File: config.mk
export PLATFORM = sky130hd
export DESIGN_NAME = uart_rx_apb_fifo
export DESIGN_NICKNAME = d
export VERILOG_FILES = /design/src/rtl/uart_rx_apb_fifo.sv
export SDC_FILE = /design/constraint.sdc
export NUM_CORES = 1
export LEC_CHECK = 0
export ABC_AREA = 0
export BUFFER_PORTS_ARGS = -buffer_cell sky130_fd_sc_hd__buf_4
export CAP_MARGIN = 40
export CORE_ASPECT_RATIO = 0.8
export CORE_UTILIZATION = 53
export CTS_CLUSTER_SIZE = 30
export DETAILED_ROUTE_END_ITERATION = 12
export MAX_ROUTING_LAYER = met4
export PLACE_DENSITY = 0.84
export SLEW_MARGIN = 10
export SYNTH_ARGS = -nofsm -noshare
export SYNTH_HDL_FRONTEND = slang
export SYNTH_SLANG_ARGS = --single-unit
File: constraint.sdc
create_clock -name clk -period 7.45 [get_ports clk]
set_input_delay 1.49 -clock clk [delete_from_list [all_inputs] [get_ports clk]]
set_output_delay 1.49 -clock clk [all_outputs]
set_load 0.01 [all_outputs]
File: src/rtl/uart_rx_apb_fifo.sv
// rtl/uart_rx_apb_fifo.sv - UART receive FIFO exposed over an APB3 slave.
// DATA register pops the head word; STATUS reports level, full and a sticky overrun.
module uart_rx_apb_fifo #(
  parameter int                DATA_W    = 32,
  parameter int                DEPTH     = 4,
  parameter int                ADDR_W    = 16,
  parameter logic [ADDR_W-1:0] BASE_ADDR = 16'h2364
) (
  input  logic              clk,
  input  logic              reset_n,
  input  logic [DATA_W-1:0] rx_data,
  input  logic              rx_done_tick,
  input  logic              psel,
  input  logic              penable,
  input  logic              pwrite,
  input  logic [ADDR_W-1:0] paddr,
  input  logic [DATA_W-1:0] pwdata,
  output logic [DATA_W-1:0] prdata,
  output logic              pready,
  output logic              pslverr,
  output logic              rx_irq
);

  localparam int                PW        = $clog2(DEPTH);
  localparam int                CW        = PW + 1;
  localparam logic [ADDR_W-1:0] STAT_ADDR = BASE_ADDR + ADDR_W'(4);

  typedef enum logic [1:0] {IDLE, SETUP, ACCESS} state_t;

  state_t            state, state_nxt;
  logic [DATA_W-1:0] mem [DEPTH];
  logic [PW-1:0]     wr_ptr, rd_ptr;
  logic [CW-1:0]     count, count_nxt;
  logic              overrun, overrun_nxt;
  logic              lat_data, lat_stat, lat_write;
  logic              acc_pop, acc_clr;
  logic              latch_en, go_access, commit;
  logic              full, empty, xfer_err;
  logic              push, pop, clr, ovr_set;
  logic [DATA_W-1:0] status;

  // only the W1C bit of pwdata carries meaning
  logic unused_pwdata;
  assign unused_pwdata = ^{pwdata[DATA_W-1:3], pwdata[1:0]};

  always_ff @(posedge clk or negedge reset_n) begin
    if (!reset_n) state <= IDLE;
    else          state <= state_nxt;
  end

  always_comb begin
    state_nxt = state;
    latch_en  = 1'b0;
    go_access = 1'b0;
    commit    = 1'b0;
    case (state)
      IDLE: begin
        if (psel && !penable) begin
          state_nxt = SETUP;
          latch_en  = 1'b1;
        end
      end
      SETUP: begin
        if (!psel) begin
          state_nxt = IDLE;
        end else if (penable) begin
          state_nxt = ACCESS;
          go_access = 1'b1;
        end else begin
          latch_en  = 1'b1;
        end
      end
      ACCESS: begin
        state_nxt = IDLE;
        commit    = psel;
      end
      default: state_nxt = IDLE;
    endcase
  end

  assign full      = (count == CW'(DEPTH));
  assign empty     = (count == '0);
  assign xfer_err  = !(lat_data || lat_stat) || (lat_data && lat_write) || (lat_data && empty);
  assign pop       = commit && acc_pop;
  assign clr       = commit && acc_clr && pwdata[2];
  // a pop in the same cycle frees the slot, so a full FIFO still accepts the word
  assign push      = rx_done_tick && (!full || pop);
  assign ovr_set   = rx_done_tick && full && !pop;
  assign count_nxt = count + CW'(push) - CW'(pop);
  assign overrun_nxt = ovr_set || (overrun && !clr);

  always_comb begin
    status        = '0;
    status[0]     = !empty;
    status[1]     = full;
    status[2]     = overrun;
    status[15:8]  = 8'(count);
  end

  always_ff @(posedge clk) begin
    if (push) mem[wr_ptr] <= rx_data;
  end

  always_ff @(posedge clk or negedge reset_n) begin
    if (!reset_n) begin
      wr_ptr    <= '0;
      rd_ptr    <= '0;
      count     <= '0;
      overrun   <= 1'b0;
      rx_irq    <= 1'b0;
      lat_data  <= 1'b0;
      lat_stat  <= 1'b0;
      lat_write <= 1'b0;
      acc_pop   <= 1'b0;
      acc_clr   <= 1'b0;
      pready    <= 1'b0;
      pslverr   <= 1'b0;
      prdata    <= '0;
    end else begin
      if (push) wr_ptr <= wr_ptr + PW'(1);
      if (pop)  rd_ptr <= rd_ptr + PW'(1);
      count   <= count_nxt;
      overrun <= overrun_nxt;
      rx_irq  <= (count_nxt != '0) || overrun_nxt;
      if (latch_en) begin
        lat_data  <= (paddr == BASE_ADDR);
        lat_stat  <= (paddr == STAT_ADDR);
        lat_write <= pwrite;
      end
      if (go_access) begin
        pready  <= 1'b1;
        pslverr <= xfer_err;
        if (xfer_err || lat_write) prdata <= '0;
        else if (lat_data)         prdata <= mem[rd_ptr];
        else                       prdata <= status;
        acc_pop <= !xfer_err && lat_data;
        acc_clr <= !xfer_err && lat_stat && lat_write;
      end else begin
        pready  <= 1'b0;
        pslverr <= 1'b0;
        prdata  <= '0;
      end
    end
  end

endmodule

# Word level (Yosys, flattened, before mapping)
# Memories as Yosys holds them, arrays and structs flattened.
# Cells that the tools add are included.
op_classes:
  muxes: 19
  eq_ne: 7
  addsub: 4
  n_reduce_logical: 31
op_table:
  columns: ["operator", "n"]
  rows:
  - ["two-way mux 32 bit", 3]
  - ["equality test 16 x 14 -> 1 bit, second input constant", 2]
  - ["logical AND 1 bit", 13]
  - ["two-way mux 1 bit", 11]
  - ["logical NOT 1 bit", 7]
  - ["logical OR 1 bit", 7]
  - ["two-way mux 2 bit", 3]
  - ["adder 2 x 1 -> 2 bit, second input constant", 2]
  - ["one-hot mux 2 bit (2 select lines)", 1]
  - ["adder 3 x 1 -> 3 bit", 1]
  - ["equality test 3 bit, second input constant", 1]
  - ["logical NOT 3 bit", 1]
  - ["inequality test 3 bit, second input constant", 1]
  - ["nonzero test 3 bit", 1]
  - ["subtractor 3 x 1 -> 3 bit", 1]
  - ["equality test 2 x 1 -> 1 bit, second input constant", 1]
  - ["equality test 2 bit, second input constant", 1]
  - ["logical NOT 2 bit", 1]
  - ["inequality test 2 bit, second input constant", 1]
  - ["one-hot mux 1 bit (2 select lines)", 1]
  - ["AND reduction 2 bit", 1]
word_totals:
  mem_count: 1
  ff_bits: 50
  inputBits: 86
  mem_bits_rw: 128
mem_list:
  columns: ["name", "words", "width", "read_ports", "rd_clocked_by_memory_dff", "wr", "line_no", "rtl"]
  rows:
  - ["mem", 4, 32, 1, 0, 1, "31", "logic [DATA_W-1:0] mem [DEPTH];"]

# Logic depth before layout (Yosys ltp)
# Gate-level depths: netlist of run 1.
depth:
  depth_word: 9
  depth_mapped: 10
  ltp_nobuf: 10

# Least setup slack after synthesis of run 1
# Ideal clock, no wire load.
synth_path:
  path_kind: "input port to flip-flop"
  start: "in psel"
  end: "reg rx_irq"
  slack_ns: 3.918
  n_path_buf: 0
  cell_stages: 10
  t_arrival_ns: 3.397
  setup_time_ns: 0.136
  path_cell_list: "nand4b_1 a31oi_1 inv_1 ha_1 inv_1 ha_1 fa_1 xnor2_1 xnor2_1 nand4b_1"
synth_via:
  elab_chain_len: 8
synth_lines:
  columns: ["element", "line_no", "rtl"]
  rows:
  - ["start, declared", "13", "input logic psel,"]
  - ["two-way mux 1 bit (*)", "56", "case (state)"]
  - ["logical AND 1 bit (*)", "84", "assign pop = commit && acc_pop;"]
  - ["logical OR 1 bit", "87", "assign push = rx_done_tick && (!full || pop);"]
  - ["logical AND 1 bit", "87", null]
  - ["adder 3 x 1 -> 3 bit", "89", "assign count_nxt = count + CW'(push) - CW'(pop);"]
  - ["subtractor 3 x 1 -> 3 bit (*)", "89", null]
  - ["named net count_nxt[2]", "33", "logic [CW-1:0] count, count_nxt;"]
  - ["nonzero test 3 bit (*)", "124", "rx_irq <= (count_nxt != '0) || overrun_nxt;"]
  - ["logical OR 1 bit (*)", "124", null]
  - ["end signal, assigned", "124", null]
  - ["end, declared", "21", "output logic rx_irq"]
# Mark *: on every way through the listed nets, which the timed path passes. The rest lies on a longest branch.
# A chain may end at the register's enable or synchronous reset.

# Worst setup path after layout of run 1
# Same ends and word-level chain as after synthesis.

==> run summary, run 1 <==
Status: completed
Post-Route WL: 11500 µm
Least-Margin Pin Slew: 701 ps
Post-DR wirelength/cell: 19.3 µm
Avg Inst Size Synth: 20.0 µm²
Worst vdd ir: 0.212 mV
Worst-path clk slew: 60 ps
Die Width: 127 µm
Vias in the first global route: 3393
Period utilisation layout: 49.4%
Critical Path RT: 7740 ps
Largest area contributor in the netlist: edfxtp_1
Rows: 36
DR pass1 iterations: 4
# clock sinks: 178
Synth cell types: 34
Via count: 3289
Fmax: 272 MHz
Slew margin rel.: 53.0%
DR vias/cell: 5.52
CP endpoint kind: flop
CTS tree: done
Crit path launch type: input port
Worst min path class: flop to flop
DR DRC count: 0
DP Worst Slack: 3360 ps
CP peak stage delay: 630 ps
Critical-path top delay cell: a31oi_1
Inserted Clock Buffers: 17
Grt ovf: 0
Routability Congestion: 0.786
Post-DRT Antenna Nets: 0
Clk buf depth: 2
Post-Syn Area: 0.00661 mm²
Fillers: 780
Flops & latches, synth: 178
Setup WS post-layout: 3770 ps
Fin. max-slew vios: 0
# Post-CTS Setup Buffers: 0
Ant. Diodes: 0
Die Span Y: 102 µm
CP Max Fanout: 7
Core footprint: 0.0122 mm²
Largest net degree at the start of global routing: 51
Pwr dens: 311 mW/mm²
Crit-path cells: buf_4 -> nand4b_1 -> a31oi_1 -> inv_1 -> ha_1 -> inv_1 -> ha_1 -> fa_1 -> xnor2_1 -> xnor2_1 -> nand4b_1
HPWL Detailed: 6900 µm
Syn_nets: 424
Initial antenna violation count: 0
CP arrival: 3970 ps
PortBufs: 89
Hold slack: 471 ps
GRT Overall Usage: 20.2%
Final setup fails: 0
Cells after Synth: 331
Critical path class: input port to flop
RSZ-0062 raised after global routing: false
Initial DRC Count: 173
Post-synthesis sequential area ratio: 77.0%
Hold Buf Count CTS: 0
First-pass GRT wire length: 18000 µm
H-tree level count: 4
Die ar.: 0.0129 mm²
Hold Vio Cnt, Final: 0
Yosys warning count: 0
Initial Util: 54.4%
# nets final: 524
Share of Yosys cell area claimed by the top area cell type: 58.1%
Ports: 121
CTS resizes: 0
Setup TNS: 0 ps
Area growth syn-to-layout: 23.7%
Pleak: 3.15 nW
Skew final: 8.47 ps
Synth area leaders: edfxtp_1, dfrtp_1, mux4_2
Clock Tree Root: clkbuf_16
Share of cells above drive strength 1: 37.4%
Max-cap violations: 0
Crit path time final: 3680 ps
Latest clock arrival within the worst-skew pair: 420 ps
==> cells in the mapped netlist, drive strengths merged <==
| master | count |
|---|---|
| edfxtp | 128 |
| dfrtp | 50 |
| mux4 | 32 |
| nor2b | 28 |
| inv | 20 |
| nand2 | 9 |
| buf | 8 |
| clkbuf | 6 |
| ha | 6 |
| xnor2 | 5 |
| and2 | 4 |
| nor2 | 4 |
| o32ai | 4 |
| nand4b | 3 |
| nor3 | 3 |
| mux2 | 2 |
| nand4 | 2 |
| nor4b | 2 |
| nor4bb | 2 |
| o41ai | 2 |
| a211oi | 1 |
| a21oi | 1 |
| a31oi | 1 |
| fa | 1 |
| nand3 | 1 |
| nand3b | 1 |
| nor3b | 1 |
| o21ai | 1 |
| or3 | 1 |
| or3b | 1 |
| or4b | 1 |
==> layer usage <==
| layer | up-vias | GRT usage (%) | share of wire, % |
|---|---|---|---|
| li1 | 1469 | - | - |
| met1 | 1695 | 24.7 | 44 |
| met2 | 111 | 32.8 | 50 |
| met3 | 14 | 5.92 | 5.7 |
| met4 | 0 | 6.87 | 1.1 |
| met5 | - | - | 0 |
==> report_power, final <==
part	leakage [nW]	internal, mW	switching, mW
combinational	1.00	0.135	0.169
clock	0.304	0.603	0.347
sequential	1.84	1.24	0.0476
total	3.15	1.98	0.564
==> state kept, by name (all words and copies together) (netlist names) <==
| register | cells |
|---|---|
| acc_clr | 1 |
| acc_pop | 1 |
| count | 3 |
| lat_data | 1 |
| lat_stat | 1 |
| lat_write | 1 |
| mem | 128 |
| overrun | 1 |
| prdata | 32 |
| pready | 1 |
| pslverr | 1 |
| rd_ptr | 2 |
| rx_irq | 1 |
| state | 2 |
| wr_ptr | 2 |
==> critical path: cells and delay by family <==
family | cells | cell delay, ps
buffers and inverters | 3 | 260
AO/OA/AOI/OAI | 1 | 630
XOR/XNOR | 2 | 300
AND/OR/NAND/NOR | 2 | 410
adder cells (fa/ha/maj) | 3 | 870
==> layout by cell type (no fill, tap or decap), types with 4 or more instances in the layout <==
cell type	instances
edfxtp_1	128
buf_4	90
dfrtp_1	48
mux4_2	32
nor2b_1	28
inv_1	20
clkbuf_16	17
nand2_1	9
ha_1	6
xnor2_1	5
bufinv_16	5
buf_16	5
nor2_1	4
o32ai_1	4
and2_2	4
clkbuf_1	4
==> through the flow <==
stage	util (%)	area (µm²)	total power, mW	instances
floorplan	-	6610	1.46	331
global placement	60.9	7410	1.55	559
detailed placement	61.8	7520	1.61	563
CTS	67.0	8150	2.56	595
global route	67.3	8180	2.63	596
finish	67.3	8180	2.54	596
==> cells by family (layout without fill, tap and decap cells) <==
family / after synthesis / in the layout / synth area share [%]
flops: 178 / 178 / 77.0
mux: 34 / 34 / 11.2
simple gates: 63 / 63 / 6.11
compound gates: 10 / 10 / 1.15
fa+ha+maj: 7 / 7 / 1.44
xor+xnor: 5 / 5 / 0.662
buf+inv: 34 / 147 / 2.35
==> path summary, 6_finish.rpt <==
path	cells after the start	slack [ps]	from	endpoint
max in group asynchronous	1	5860	reset_n	rd_ptr[0]
min in group asynchronous	1	1110	reset_n	state[0]
worst max register to register	10	4440	state[0]	rx_irq
worst max-delay path	11	3770	psel	rx_irq
worst min register to register	2	470	acc_clr	acc_clr
worst min-delay path	2	470	acc_clr	acc_clr
==> final cells by class <==
type                       count  area [µm²]  area share, %
clock buffer                  22         454           5.55
timing repair buffer          95         813           9.94
multi-input combinational    119        1370           16.7
inverter                      20        75.1          0.918
tap                          152         190           2.32
clock inverter                10         184           2.25
sequential                   178        5100           62.3
(Power assumes the default switching activity.)
==> run 2, diff against run 1 <==
Settings changed: ABC_AREA 0 to 1, CORE_UTILIZATION 53 to 50, PLACE_DENSITY 0.84 to 0.82.
Clock period 7.45 ns to 3.3 ns, I/O delays scaled along.
==> run 2 against run 1 <==
- sequential power rose by 130%
- worst setup slack got worse by 3100 ps
- clock-buffer cell count rose by 6
- critical path depth rose by 1
- critical path type is now flop to flop
- largest power group unchanged
- highest routed layer unchanged
==> run summary, run 2 <==
Largest register FFs: 128 (unchanged)
Share of Yosys cell area claimed by the top area cell type: 54.0% (was 58.1%)
Synth cell types: 30 (was 34)
Slew margin rel.: 53.5% (was 53.0%)
Pleak: 3.78 nW (was 3.15 nW)
DR vias/cell: 5.13 (was 5.52)
Largest area contributor in the netlist: edfxtp_1 (unchanged)
Clk network pwr share: 30.9% (was 37.4%)
Worst vdd ir: 0.413 mV (was 0.212 mV)
Async set-reset flop share out of synthesis: 28.1% (unchanged)
# clock sinks: 178 (unchanged)
Final setup fails: 0 (unchanged)
Hold Vio Cnt, Final: 0 (unchanged)
Post-DRT Antenna Nets: 0 (unchanged)
Flops & latches, synth: 178 (unchanged)
CTS tree: done (unchanged)
CTS resizes: 0 (unchanged)
Die Span Y: 109 µm (was 102 µm)
# nets final: 796 (was 524)
RSZ-0062 raised after global routing: false (unchanged)
Initial antenna violation count: 0 (unchanged)
H-tree level count: 4 (unchanged)
Count leader, synth: nor2_1 (was edfxtp_1)
Share of cells above drive strength 1: 19.7% (was 37.4%)
Ports: 121 (unchanged)
Fmax: 383 MHz
Clk buf depth: 2 (unchanged)
Initial DRC Count: 340 (was 173)
Syn_nets: 705 (was 424)
Die Width: 135 µm (was 127 µm)
Fin. max-slew vios: 0 (unchanged)
Hold Buf Count CTS: 0 (unchanged)
Largest regs: mem: 128 flops, prdata: 32 flops, count: 3 flops (unchanged)
Max-cap violations: 0 (unchanged)
Skew final: 6.67 ps (was 8.47 ps)
Register with the most flip-flops: mem (unchanged)
Via count: 4595 (was 3289)
DR DRC count: 0 (unchanged)
CP endpoint kind: flop (unchanged)
Pint: 4.53 mW (was 1.98 mW)
PortBufs: 89 (unchanged)
Setup TNS: 0 ps (unchanged)
Ant. Diodes: 0 (unchanged)
# Post-CTS Setup Buffers: 0 (unchanged)
Synth area leaders: edfxtp_1, dfrtp_1, nor2_1 (was edfxtp_1, dfrtp_1, mux4_2)
GRT Overall Usage: 21.8% (was 20.2%)
Rows: 38 (was 36)
First-pass GRT wire length: 22800 µm (was 18000 µm)
Cells after Synth: 612 (was 331)
Main synth FF type: edfxtp_1 (unchanged)
Commonest non-fill, non-tap cell in the layout: nor2_1 (was edfxtp_1)
Critical path class: flop to flop (was input port to flop)
Seq pwr share: 45.4% (was 50.6%)
Combinational Power Share: 23.7% (was 12.0%)
Core footprint: 0.0137 mm² (was 0.0122 mm²)
Period utilisation layout: 79.1%
Clock Tree Root: clkbuf_16 (unchanged)
Number of synthesized flops with an enable pin: 128 (unchanged)
Psw: 1.96 mW (was 564 µW)
Grt ovf: 0 (unchanged)
DR pass1 iterations: 5 (was 4)
Avg Inst Size Synth: 11.6 µm² (was 20.0 µm²)
Post-Route WL: 14400 µm (was 11500 µm)
Worst-path clk slew: 60 ps (about the same)
CP Max Fanout: 7 (unchanged)
Crit path time final: 2610 ps
Least-Margin Pin Slew: 698 ps (was 701 ps)
Latest clock arrival within the worst-skew pair: 420 ps (about the same)
Die ar.: 0.0147 mm² (was 0.0129 mm²)
Pwr dens: 762 mW/mm² (was 311 mW/mm²)
Post-synthesis sequential area ratio: 71.6% (was 77.0%)
Worst R2R Setup Slack: 690 ps (was 4440 ps)
Largest net degree at the start of global routing: 65 (was 51)
Post-DR wirelength/cell: 16.0 µm (was 19.3 µm)
Switch share: 30.2% (was 22.2%)
Critical Path RT: 3610 ps (was 7740 ps)
Top cells by count, synth: nor2_1, edfxtp_1, nand2_1 (was edfxtp_1, dfrtp_1, mux4_2)
Post-Syn Area: 0.00712 mm² (was 0.00661 mm²)
Routability Congestion: 0.831 (was 0.786)
Initial Util: 51.8% (was 54.4%)
Crit path launch type: flop (was input port)
Hold slack: 272 ps (was 471 ps)
Inserted Clock Buffers: 17 (unchanged)
Most frequent cells in the layout: nor2_1, edfxtp_1, nand2_1 (was edfxtp_1, buf_4, dfrtp_1)
HPWL Detailed: 8530 µm (was 6900 µm)
Yosys warning count: 0 (unchanged)
Vias in the first global route: 4624 (was 3393)
CP arrival: 2920 ps (was 3970 ps)
Worst min path class: input port to asynchronous set/reset pin (was flop to flop)
Area growth syn-to-layout: 19.5% (was 23.7%)
Status: completed (unchanged)
## run 2: cell types whose count changed in the layout (fill, tap and decap cells not counted), moves of 6 or more
cell,before,now
inv_1,20,52
o21ai_1,0,23
mux4_2,32,0
nand3_1,1,19
a21oi_1,1,7
nor2b_1,28,0
nand2_1,9,108
nor2_1,4,136
o21ai_0,1,32
## run 2: kinds of logic (layout without fill, tap and decap cells)
logic type	after synthesis	after routing	share of synthesized area, %
and+or+nand+nor	280	280	16.2
DFF	178	178	71.6
buffers and inverters	82	186	6.17
AOI/OAI and AO/OA	63	63	4.46
adders and majority gates	7	7	1.34
xor gates and xnor gates	2	2	0.246
## run 2: per-stage QoR
stage               setup WS [ps]  instance area, µm²  std cells  utilization (%)  power, mW
floorplan                     453                7120        612                -       4.12
global placement              475                7890        863             57.4       4.38
detailed placement            451                7910        864             57.6       4.50
CTS                           676                8510        896             61.9       6.52
global route                  515                8510        896             61.9       6.84
finish                        690                8510        896             61.9       6.48
## run 2: cell type report
class                           instances  area, µm²
Clock buffer                           28        527
Clock inverter                          4       68.8
Fill cell                             991       5240
Inverter                               57        219
Multi-Input combinational cell        352       1620
Sequential cell                       178       5100
Tap cell                              180        225
Timing Repair Buffer                   97        753
## run 2: metal layers
layer  global-route usage, %  share of wire (%)  wire (µm)
met1                    25.7                 40       5770
met4                    8.59                2.1        297
met3                    6.00                6.6        954
met5                       -                  0          0
met2                    35.8                 51       7330
## run 2: worst max-delay path: stages (launching register included)
cell,delay (ps)
dfrtp_1,430
nor2_4,190
nand2_1,100
clkinv_1,60
nand2_1,100
nand2_2,250
ha_1,280
inv_1,50
ha_1,150
fa_1,430
or2_2,310
nor2_1,100
nand2_1,50
## run 2: final timing paths
path / from / endpoint / cells past startpoint
setup / recovery: count[0] / rx_irq / 12
max in group asynchronous: reset_n / rd_ptr[0] / 1
hold / removal: reset_n / prdata[15] / 1
setup reg to reg: count[0] / rx_irq / 12
min in group clk: rx_data[11] / mem[0][11] / 1
hold reg to reg: acc_clr / acc_clr / 2
## run 2: power groups by stage
stage               combinational [mW]  clock [mW]  sequential (mW)
floorplan                         1.19           0             2.93
global placement                  1.42           0             2.96
detailed placement                1.52           0             2.98
CTS                               1.54        2.03             2.94
global route                      1.75        2.13             2.97
finish                            1.54        2.01             2.94
==> run 3, diff against run 2 <==
Settings changed: CORE_UTILIZATION 50 to 53, PLACE_DENSITY 0.82 to 0.83.
Clock period 3.3 ns to 2.6 ns, I/O delays scaled along.
==> run 3 against run 2 <==
- flip-flop and latch count stayed put
- cell count is 0.11% lower
- worst setup slack worse by 550 ps
- non-clock buffer count is 5 higher
- cell area is 0.13% higher
- first-iteration DRC count is 36% higher
- critical path type unchanged
- largest cell class unchanged
==> run summary, run 3 (synthesis results as in run 2) <==
Worst min path class: input port to asynchronous set/reset pin (unchanged)
Area after DPL: 0.00793 mm² (was 0.00791 mm²)
Largest register FFs: 128 (unchanged)
Initial DRC Count: 461 (was 340)
HPWL Detailed: 8520 µm (was 8530 µm)
Fillers: 909 (was 991)
Most frequent cells in the layout: nor2_1, edfxtp_1, nand2_1 (unchanged)
CTS resizes: 0 (unchanged)
Via count: 4643 (was 4595)
Largest regs: mem: 128 flops, prdata: 32 flops, count: 3 flops (unchanged)
Post-Route Utilization: 65.7% (was 61.9%)
Commonest non-fill, non-tap cell in the layout: nor2_1 (unchanged)
Crit path launch type: flop (unchanged)
Core footprint: 0.0130 mm² (was 0.0137 mm²)
Worst-path clk slew: 60 ps (about the same)
Die ar.: 0.0139 mm² (was 0.0147 mm²)
Clk buf depth: 2 (unchanged)
Pint: 5.72 mW (was 4.53 mW)
Slew margin rel.: 53.4% (was 53.5%)
Critical path class: flop to flop (unchanged)
DR pass1 iterations: 5 (unchanged)
Max-cap violations: 0 (unchanged)
Clock Tree Root: clkbuf_16 (unchanged)
Pleak: 3.80 nW (was 3.78 nW)
Critical Path RT: 2910 ps (was 3610 ps)
Crit path time final: 2460 ps (was 2610 ps)
DP Worst Slack: 39.7 ps (was 451 ps)
Share of cells above drive strength 1: 20.6% (was 19.7%)
Crit-path cells: inv_1 -> nand4_1 -> nand2_1 -> nand2_2 -> ha_1 -> inv_1 -> ha_1 -> fa_1 -> or2_2 -> nor2_1 -> nand2_1 (was nor2_4 -> nand2_1 -> clkinv_1 -> nand2_1 -> nand2_2 -> ha_1 -> inv_1 -> ha_1 -> fa_1 -> or2_2 -> nor2_1 -> nand2_1)
CP peak stage delay: 470 ps (was 430 ps)
CP endpoint kind: flop (unchanged)
Post-Route WL: 14200 µm (was 14400 µm)
Register area: 0.00510 mm² (unchanged)
Setup TNS: 0 ps (unchanged)
Die Span Y: 106 µm (was 109 µm)
Clk network pwr share: 30.6% (was 30.9%)
Setup WS post-layout: 139 ps (was 690 ps)
Switch share: 30.6% (was 30.2%)
CTS tree: done (unchanged)
Initial antenna violation count: 0 (unchanged)
Area of the multi-input gates: 0.00162 mm² (unchanged)
Area growth syn-to-layout: 19.6% (was 19.5%)
# clock sinks: 178 (unchanged)
RSZ-0062 raised after global routing: false (unchanged)
Fmax: 406 MHz (was 383 MHz)
CP arrival: 2770 ps (was 2920 ps)
Grt ovf: 0 (unchanged)
CP Max Fanout: 3 (was 7)
H-tree level count: 4 (unchanged)
DR vias/cell: 5.19 (was 5.13)
Combinational Power Share: 24.5% (was 23.7%)
Worst vdd ir: 0.512 mV (was 0.413 mV)
Rows: 37 (was 38)
Latest clock arrival within the worst-skew pair: 420 ps (about the same)
Fin. max-slew vios: 0 (unchanged)
Ant. Diodes: 0 (unchanged)
First-pass GRT wire length: 22100 µm (was 22800 µm)
Pwr dens: 967 mW/mm² (was 762 mW/mm²)
Initial Util: 54.9% (was 51.8%)
Psw: 2.52 mW (was 1.96 mW)
Skew final: 7.51 ps (was 6.67 ps)
Post-DRT Antenna Nets: 0 (unchanged)
Status: completed (unchanged)
# nets final: 801 (was 796)
Seq pwr share: 44.9% (was 45.4%)
Vias in the first global route: 4619 (was 4624)
Routability Congestion: 0.868 (was 0.831)
Inserted Clock Buffers: 17 (unchanged)
DR DRC count: 0 (unchanged)
Design Area, Final: 0.00852 mm² (was 0.00851 mm²)
Least-Margin Pin Slew: 700 ps (was 698 ps)
GRT Overall Usage: 22.1% (was 21.8%)
PortBufs: 89 (unchanged)
# Post-CTS Setup Buffers: 0 (unchanged)
Hold slack: 134 ps (was 272 ps)
Hold Buf Count CTS: 0 (unchanged)
Period utilisation layout: 94.6% (was 79.1%)
Register with the most flip-flops: mem (unchanged)
Critical-path top delay cell: fa_1 (was dfrtp_1)
Final setup fails: 0 (unchanged)
Hold Vio Cnt, Final: 0 (unchanged)
Post-DR wirelength/cell: 15.8 µm (was 16.0 µm)
Largest net degree at the start of global routing: 65 (unchanged)
FF-to-FF path depth: 11 (was 12)
Die Width: 132 µm (was 135 µm)
Ports: 121 (unchanged)
## run 3: cell types whose count changed in the layout (fill, tap and decap cells not counted)
cell        change
clkinv_1        -1
bufinv_16       +1
clkbuf_1        -2
buf_4           +6
clkbuf_8        -5
clkinv_4        +2
clkinvlp_4      +2
clkinv_2        +2
buf_12          -1
## run 3: worst paths after layout
path,from,slack (ps),to
setup / recovery,state[0],140,rx_irq
setup reg to reg,state[0],140,rx_irq
hold reg to reg,lat_stat,490,lat_stat
min in group clk,rx_data[2],290,mem[0][2]
max in group asynchronous,reset_n,1990,rd_ptr[0]
hold / removal,reset_n,130,prdata[15]
## run 3: metrics by stage
step	total power, mW	cells
floorplan	5.24	612
global placement	5.61	864
detailed placement	5.73	864
CTS	8.24	895
global route	8.64	895
finish	8.23	895
## run 3: layer usage
| metal | vias up | track usage (%) | wire [µm] |
|---|---|---|---|
| met5 | - | - | 0 |
| met4 | 0 | 10.3 | 295 |
| met3 | 30 | 5.24 | 847 |
| met2 | 190 | 38.0 | 7500 |
| met1 | 2235 | 24.4 | 5520 |
| li1 | 2188 | - | - |
## run 3: power by group through the flow
stage	combinational (mW)	clock (mW)	sequential [mW]
final	2.01	2.52	3.70
after global routing	2.26	2.64	3.73
after floorplan	1.51	0	3.72
after detailed placement	1.98	0	3.75
after CTS	2.01	2.53	3.70
after global placement	1.89	0	3.72
## run 3: layout make-up
class / count / area share (%)
clock buffer: 21 / 5.29
clock inverter: 10 / 1.62
inverter: 57 / 2.57
multi-input combinational: 352 / 19.0
sequential: 178 / 59.8
tap: 175 / 2.57
timing repair buffer: 102 / 9.14
## run 3: worst max-delay path: cells and delay by family, from the launching register on
kind,cells,cell delay (ps)
simple gates,6,910
buf+inv,2,150
flops,1,370
fa+ha+maj,3,930
